===== config.mk =====
export PLATFORM = sky130hd
export DESIGN_NAME = tile_sequencer
export DESIGN_NICKNAME = d
export VERILOG_FILES = /design/src/rtl/tile_sequencer.sv
export SDC_FILE = /design/constraint.sdc
export NUM_CORES = 1
export LEC_CHECK = 0
export CAP_MARGIN = 10
export CORE_UTILIZATION = 25
export DETAILED_ROUTE_END_ITERATION = 8
export HOLD_SLACK_MARGIN = 0.08
export PLACE_DENSITY_LB_ADDON = 0.08
export RECOVER_POWER = 50
export SYNTH_ARGS = -nofsm -noshare
export SYNTH_HDL_FRONTEND = slang
export SYNTH_SLANG_ARGS = --single-unit
export TNS_END_PERCENT = 30

===== constraint.sdc =====
create_clock -name clock -period 2.5 [get_ports clock]
set_input_delay 0.375 -clock clock [delete_from_list [all_inputs] [get_ports clock]]
set_output_delay 0.375 -clock clock [all_outputs]
set_load 0.01 [all_outputs]

===== src/rtl/tile_sequencer.sv =====
// -----------------------------------------------------------------------------
// tile_sequencer
//
// Walks a frame of TOTAL_ROWS x TOTAL_COLS pixels in row-major tiles of
// MY_ROWS x MY_COLS. For each tile it hands the tile origin and pixel
// destination address to the downstream tile controller, waits for the
// controller's completion irq, acknowledges it, waits for the irq to fall,
// then advances. After the last tile a level frame interrupt is raised to
// the host. A watchdog aborts the frame if a tile never completes.
//
// Ports:
//   clock, reset     system clock, synchronous active-high reset
//   start            host request to begin a frame (accepted only when idle)
//   frame_buffer     host byte address of tile 0 output, sampled on start
//   busy             high from accepted start until return to idle
//   frame_irq        frame-complete interrupt, held until clear_irq
//   error            watchdog abort flag, cleared on next accepted start
//   clear_irq        host acknowledge of frame_irq
//   tiles_done       tiles completed in the current frame
//   start_row/col    origin of the current tile, to the controller
//   pixel_buffer     byte address of the current tile's writeout
//   do_render        one-cycle render request to the controller
//   ctrl_irq         controller tile-complete irq
//   clear_interrupt  one-cycle acknowledge to the controller
// -----------------------------------------------------------------------------
module tile_sequencer #(
    parameter int TOTAL_ROWS     = 120,
    parameter int TOTAL_COLS     = 160,
    parameter int MY_ROWS        = 8,
    parameter int MY_COLS        = 8,
    parameter int PIXEL_BITS     = 8,
    parameter int TIMEOUT_CYCLES = 1048576
) (
    input  logic                  clock,
    input  logic                  reset,
    input  logic                  start,
    input  logic [31:0]           frame_buffer,
    output logic                  busy,
    output logic                  frame_irq,
    output logic                  error,
    input  logic                  clear_irq,
    output logic [15:0]           tiles_done,
    output logic [PIXEL_BITS-1:0] start_row,
    output logic [PIXEL_BITS-1:0] start_col,
    output logic [31:0]           pixel_buffer,
    output logic                  do_render,
    input  logic                  ctrl_irq,
    output logic                  clear_interrupt
);

    localparam int TILE_PIXELS = MY_ROWS * MY_COLS;
    localparam int TILES_X     = TOTAL_COLS / MY_COLS;
    localparam int TILES_Y     = TOTAL_ROWS / MY_ROWS;
    localparam int TILES_TOTAL = TILES_X * TILES_Y;

    // Watchdog counter only has to reach TIMEOUT_CYCLES-1.
    localparam bit WD_EN   = (TIMEOUT_CYCLES != 0);
    localparam int WD_W    = (TIMEOUT_CYCLES > 1) ? $clog2(TIMEOUT_CYCLES) : 1;
    localparam int WD_LAST = (TIMEOUT_CYCLES > 0) ? TIMEOUT_CYCLES - 1 : 0;

    localparam logic [PIXEL_BITS-1:0] LAST_COL  = PIXEL_BITS'(TOTAL_COLS - MY_COLS);
    localparam logic [PIXEL_BITS-1:0] ROW_STEP  = PIXEL_BITS'(MY_ROWS);
    localparam logic [PIXEL_BITS-1:0] COL_STEP  = PIXEL_BITS'(MY_COLS);
    localparam logic [31:0]           ADDR_STEP = 32'(TILE_PIXELS);

    typedef enum logic [2:0] {
        IDLE,
        ISSUE,
        WAIT,
        ACK,
        DRAIN,
        DONE
    } state_t;

    state_t          state;
    state_t          state_next;
    logic [WD_W-1:0] wd_count;
    logic            wd_expire;
    logic            last_tile;

    assign wd_expire = WD_EN && (wd_count == WD_W'(WD_LAST));
    // tiles_done has already been bumped in ACK, so it equals the total
    // while draining the final tile.
    assign last_tile = (tiles_done == 16'(TILES_TOTAL));

    // NOTE: sequential state uses non-blocking assignments so every register
    // samples the pre-edge values of the others; blocking here would make the
    // result depend on statement order.
    always_ff @(posedge clock) begin
        if (reset) begin
            state <= IDLE;
        end else begin
            state <= state_next;
        end
    end

    // NOTE: every signal driven here is given a default first, so no path
    // through the case statement leaves it unassigned and no latch is inferred.
    always_comb begin
        state_next      = state;
        do_render       = 1'b0;
        clear_interrupt = 1'b0;
        case (state)
            IDLE: begin
                if (start) state_next = ISSUE;
            end
            ISSUE: begin
                do_render  = 1'b1;
                state_next = WAIT;
            end
            WAIT: begin
                // Completion takes priority over a simultaneous timeout.
                if (ctrl_irq) begin
                    state_next = ACK;
                end else if (wd_expire) begin
                    state_next = DONE;
                end
            end
            ACK: begin
                clear_interrupt = 1'b1;
                state_next      = DRAIN;
            end
            DRAIN: begin
                // A low irq means the controller is idle again, so the next
                // render request cannot overlap the previous tile.
                if (!ctrl_irq) begin
                    state_next = last_tile ? DONE : ISSUE;
                end
            end
            DONE: begin
                if (clear_irq) state_next = IDLE;
            end
            default: state_next = IDLE;
        endcase
    end

    // Datapath and the host-facing level outputs. busy and frame_irq are
    // registered rather than decoded from state so the host sees clean levels.
    always_ff @(posedge clock) begin
        if (reset) begin
            busy         <= 1'b0;
            frame_irq    <= 1'b0;
            error        <= 1'b0;
            tiles_done   <= '0;
            start_row    <= '0;
            start_col    <= '0;
            pixel_buffer <= '0;
            wd_count     <= '0;
        end else begin
            case (state)
                IDLE: begin
                    if (start) begin
                        busy         <= 1'b1;
                        error        <= 1'b0;
                        tiles_done   <= '0;
                        start_row    <= '0;
                        start_col    <= '0;
                        pixel_buffer <= frame_buffer;
                    end
                end
                ISSUE: begin
                    wd_count <= '0;
                end
                WAIT: begin
                    wd_count <= wd_count + WD_W'(1);
                    if (!ctrl_irq && wd_expire) begin
                        error     <= 1'b1;
                        frame_irq <= 1'b1;
                    end
                end
                ACK: begin
                    tiles_done <= tiles_done + 16'd1;
                end
                DRAIN: begin
                    if (!ctrl_irq) begin
                        if (last_tile) begin
                            frame_irq <= 1'b1;
                        end else begin
                            // Tile origin and address only move here, so
                            // they hold steady from ISSUE through DRAIN.
                            pixel_buffer <= pixel_buffer + ADDR_STEP;
                            if (start_col == LAST_COL) begin
                                start_col <= '0;
                                start_row <= start_row + ROW_STEP;
                            end else begin
                                start_col <= start_col + COL_STEP;
                            end
                        end
                    end
                end
                DONE: begin
                    if (clear_irq) begin
                        frame_irq <= 1'b0;
                        busy      <= 1'b0;
                    end
                end
                default: ;
            endcase
        end
    end

endmodule

Yosys cells after proc, flatten, opt, wreduce, memory -nomap -nowiden

Cells that the tools add are included.

Register bits after elaboration: 90
Latch bits: 0
Bits in writable memories: 0
ROM bits: 0
Bits of input ports: 37
Output and inout port bits: 69
Logic and storage cells: 80
Memories: 0

Add/sub/neg operators: 5
Multipliers: 0
Divide/modulo/power cells: 0
Order comparisons: 0
Equal/unequal tests: 16
Shifts and indexed selects: 0
Muxes and demuxes: 34
Bitwise logic cells: 0
Reductions and logical operators: 16

Operators with widths:

| operator                                             | number |
|---|---|
| two-way mux 32 bit                                   | 3 |
| one-hot mux 32 bit (2 select lines)                  | 1 |
| two-way mux 8 bit                                    | 7 |
| one-hot mux 20 bit (2 select lines)                  | 1 |
| adder 32 x 7 -> 32 bit, second input constant        | 1 |
| one-hot mux 16 bit (2 select lines)                  | 1 |
| one-hot mux 8 bit (2 select lines)                   | 2 |
| adder 20 x 1 -> 20 bit, second input constant        | 1 |
| equality test 20 bit, second input constant          | 1 |
| two-way mux 3 bit                                    | 6 |
| one-hot mux 3 bit (6 select lines)                   | 1 |
| adder 16 x 1 -> 16 bit, second input constant        | 1 |
| adder 8 x 4 -> 8 bit, second input constant          | 2 |
| equality test 16 x 9 -> 1 bit, second input constant | 1 |
| two-way mux 16 bit                                   | 1 |
| != test 2 bit, second input constant                 | 7 |
| AND reduction 5 bit                                  | 2 |
| nonzero test 2 bit                                   | 5 |
| equality test 8 bit, second input constant           | 1 |
| two-way mux 1 bit                                    | 8 |
| AND reduction 4 bit                                  | 2 |
| equality test 3 x 2 -> 1 bit, second input constant  | 2 |
| equality test 3 bit, second input constant           | 2 |
| AND reduction 3 bit                                  | 2 |
| 9 further kinds                                      | 10 |

Longest topological paths before layout

Depth in word-level cells: 5
Depth in mapped cells: 10
Gate-level depth less buffers: 7

Worst setup path before layout

OpenSTA, ideal clock, no wires.

Path kind: reg2reg
Start: register pixel_buffer[6]
End: register pixel_buffer[20]
Setup time: 0.092 ns
Data arrival time: 1.735 ns
Slack: 0.673 ns
Stages on the path, launching flop included: 8
Period minus slack after synthesis: 1.827 ns
Cell sequence: dfxtp_1 ha_1 nand2_1 nor4_1 buf_2 nand2_1 o31a_1 o32ai_1

Cells in the longest elaborated chain, start to end: 4

Ends and longest elaborated chain:

| what                                | RTL line | text |
|---|---|---|
| start, declared                     | 45       | `output logic [31:0] pixel_buffer,` |
| start signal, assigned              | 158      | `pixel_buffer <= frame_buffer;` |
| start signal, assigned              | 181      | `pixel_buffer <= pixel_buffer + ADDR_STEP;` |
| adder 32 x 7 -> 32 bit              | 181      |  |
| two-way mux 32 bit                  | 176      | `if (last_tile) begin` |
| two-way mux 32 bit                  | 175      | `if (!ctrl_irq) begin` |
| one-hot mux 32 bit (2 select lines) | 150      | `case (state)` |

Every way passes these cells. The select of a mux whose other input is x is not followed.
A chain may end at the register's enable or synchronous reset.

Final worst setup path

Start: register state[2]
End: output port do_render

Cells in the longest elaborated chain, start to end: 2

Ends and longest elaborated chain:

| what                         | RTL line | text |
|---|---|---|
| start, declared              | 75       | `state_t state;` |
| start signal, assigned       | 93       | `state <= state_next;` |
| equality test 3 x 1 -> 1 bit | 103      | `case (state)` |
| two-way mux 1 bit            | 103      |  |
| end, declared                | 46       | `output logic do_render,` |

Every way passes these cells.

==> qor.yml <==
outcome:
  outcome: "completed"
detailed_routing:
  ant_nets: 0
  vias: 4791
  drt_pass1_iterations: 5
  drt_drc_violations_left: 0
  drt-total-wl_um: 15100
  viasPerCell: 5.19
  post_drt_wl_per_cell_um: 16.3
  drtIter0Drc: 268
timing:
  period_share_pct: 96.0
  fmaxAchievable_mhz: 417
  fin_tns_setup_ns: 0
  min_period_ns: 2.40
  rsz0062_at_grt: "no"
  setup_viol: 0
  hold_viol: 0
  hold_slack_ns: 0.454
  postLayoutSetupSlackWorst_ns: 0.0993
  worstMarginPinSlew_ns: 0.640
  maxSlewViolCount: 0
  clock_skew_ns: 0.00573
  slew-limit-headroom_pct: 57.4
power_and_ir_drop:
  power-per-cell-area_mw_per_mm2: 795
  switchingPower_mw: 1.85
  p_clk_share_pct: 25.7
  p_int_mw: 3.08
  power_frac_comb_pct: 37.7
  pwr-share-seq_pct: 36.6
  netSwitchingFraction_pct: 37.6
  leakage_nw: 2.31
  total_power_mw: 4.93
  ir_drop_mv: 0.344
job:
  cap_violations: 0
global_routing:
  antenna_found_initial: 0
  grt_max_degree: 78
  grt_pass1_wl_um: 23800
  grt_overflow: 0
  grt_pass1_vias: 4450
  grt_usage_pct: 16.2
logic_synthesis:
  synth_area_leaders: "dfxtp_1 37%, a21oi_1 6.5%, nand2_1 6.4%"
  synth_edf_count: 0
  avgSynthCellArea_sq_um: 7.82
  synthCells: 589
  synth-async-reset-ratio_pct: 0
  synth.most_common_cell: "dfxtp_1"
  yosysTopAreaCell: "dfxtp_1"
  synth_cell_type_count: 69
  yosysSeqAreaShare_pct: 36.5
  yosys_most_used_dff: "dfxtp_1"
  ys.warnings.count: 0
  synth_area_sq_mm: 0.00461
  ys_ff_latch: 84
  synth_common_cells: "84 x dfxtp_1, 79 x nand2_1, 60 x a21oi_1, 53 x nor2_1, 28 x o21ai_0"
  yosys.area.top_type_share_pct: 36.5
placement:
  port_buffers: 99
  dp_slack_ns: 0.168
  dp.cells: 907
  dpl-instance-area_sq_mm: 0.00594
  place_congestion: 0.800
  dp_hpwl_um: 10300
critical_path:
  crit_type: "reg2out"
  path_max_fanout: 15
  startpoint: "state[2]$_SDFFE_PP0P_"
  worstPathCellList: "or3b_2, inv_1, clkdlybuf4s50_1"
  reg2reg_from: "state[2]$_SDFFE_PP0P_"
  timing.critical_path.slowest_stage_cell: "or3b_2"
  reg2reg_to: "wd_count[16]$_SDFFE_PP0P_"
  end_kind: "output port"
  worst_ep_required_time_ns: 2.12
  cpPeakStageDelay_ns: 0.56
  critPathLaunchType: "flip-flop"
  worstPathArrival_ns: 2.03
  timing.reg2reg.setup_slack_ns: 0.19
  crit_end: "do_render"
  rr_worst_depth: 6
floorplanning:
  initial_core_util_pct: 25.6
  fp-row-count: 49
  die_w_um: 138
  coreArea_sq_mm: 0.0180
  dieHeight_um: 138
  die-area_sq_mm: 0.0190
  io_pins: 106
clock_tree:
  htreeDepth: 3
  max-clock-path-buffers: 2
  clk_pin_slew_ns: 0.06
  root_buffer: "clkbuf_16"
  clkLatencyLatePin_ns: 0.34
  tritoncts: "done"
  clkSinkCount: 84
  numCtsBuffers: 9
layout:
  area_delta_synth_final_pct: 34.7
  layout-drive-gt1-share_pct: 9.65
  nNetsFinal: 733
  final_area_sq_mm: 0.00620
  post-route-util_pct: 34.4
  diodes: 0
  nFillCells: 1917
  fin_cells: 923
hold_path:
  min_path_type: "reg2reg"
-- state kept, by name, summed over array words and instances (netlist names) --
| signal | flops |
|---|---|
| start_col | 5 |
| state | 3 |
| busy | 1 |
| tiles_done | 16 |
| error | 1 |
| frame_irq | 1 |
| start_row | 5 |
| pixel_buffer | 32 |
| wd_count | 20 |
-- critical path: cells and delay by family, from the launching register on --
family / cells / cell delay (ns)
simple gates: 1 / 0.56
buf+inv: 2 / 0.69
flops: 1 / 0.43
-- cells by family (layout without fill, tap and decap cells) --
| kind of cell | Yosys count | in the layout | share of synthesized area (%) |
|---|---|---|---|
| AND/OR/NAND/NOR | 264 | 264 | 29.6 |
| AO/OA/AOI/OAI | 165 | 165 | 23.4 |
| flip-flops | 84 | 84 | 36.5 |
| buffers and inverters | 55 | 155 | 5.78 |
| multiplexers | 9 | 9 | 2.12 |
| adder cells (fa/ha/maj) | 6 | 6 | 1.63 |
| XOR/XNOR | 5 | 5 | 0.951 |
| other | 1 | 6 | 0.0814 |
-- layer usage --
metal | vias up | wire length [um] | track usage (%)
met1 | 2284 | 7210 | 21.3
met5 | - | 0 | 0
met2 | 117 | 6970 | 26.0
li1 | 2375 | - | -
met4 | 0 | 214 | 4.95
met3 | 15 | 685 | 4.12
-- worst min-delay path by stage --
stage / startpoint / endpoint / slack (ns) / cells after the start
after detailed placement: pixel_buffer[5]$_SDFFE_PP0P_ / pixel_buffer[5]$_SDFFE_PP0P_ / 0.45 / 2
after global routing: pixel_buffer[4]$_SDFFE_PP0P_ / pixel_buffer[4]$_SDFFE_PP0P_ / 0.47 / 2
after CTS: pixel_buffer[1]$_SDFFE_PP0P_ / pixel_buffer[1]$_SDFFE_PP0P_ / 0.46 / 2
final: pixel_buffer[4]$_SDFFE_PP0P_ / pixel_buffer[4]$_SDFFE_PP0P_ / 0.45 / 2
after floorplan: wd_count[17]$_SDFFE_PP0P_ / wd_count[17]$_SDFFE_PP0P_ / 0.45 / 1
after global placement: pixel_buffer[3]$_SDFFE_PP0P_ / pixel_buffer[3]$_SDFFE_PP0P_ / 0.44 / 2
-- cell usage in the layout, fill, tap and decap left out, types with 4 or more instances in the layout --
master	netlist	final
a211oi_1	7	7
a21o_1	6	6
a21oi_1	60	60
a311oi_1	7	7
a31oi_1	6	6
and3_1	8	8
and4_1	5	5
buf_4	6	24
clkbuf_1	22	5
clkbuf_16	0	9
clkdlybuf4s50_1	0	40
conb_1	1	6
dfxtp_1	84	83
dlygate4sd3_1	0	58
ha_1	6	6
inv_1	9	9
mux2_2	5	5
nand2_1	79	79
nand2b_1	5	5
nand3_1	26	26
nand3b_1	4	4
nand4_1	25	25
nor2_1	53	53
nor3_1	17	17
nor4_1	6	5
o21a_1	5	5
o21ai_0	28	28
o31a_1	4	4
o31ai_1	4	4
o32ai_1	8	8
or3_1	9	9
xor2_1	4	4
-- timing repair --
item | in CTS | in global routing
hold buffers | 0 | 0
gates resized for setup | 0 | 1
buffers inserted | 1 | 0
endpoints found under the setup margin | 1 | 1
-- area by class of cell --
cell class	instances	area (sq um)	area share (%)
flip-flops and latches	84	1680	27.1
clock buffers	13	260	4.20
multi-input cells	455	2690	43.3
well taps	229	287	4.62
inverters	11	41.3	0.666
clock inverters	2	10.0	0.161
repair buffers	129	1240	19.9
-- power groups by stage --
stage          clock, mW  combinational (mW)  sequential, mW
5_1_grt             1.38                2.05            1.84
4_1_cts             1.32                1.96            1.81
2_1_floorplan          0                1.05            1.85
6_report            1.27                1.86            1.80
3_5_place_dp           0                1.95            1.84
3_3_place_gp           0                1.91            1.84
(Power assumes the default switching activity.)
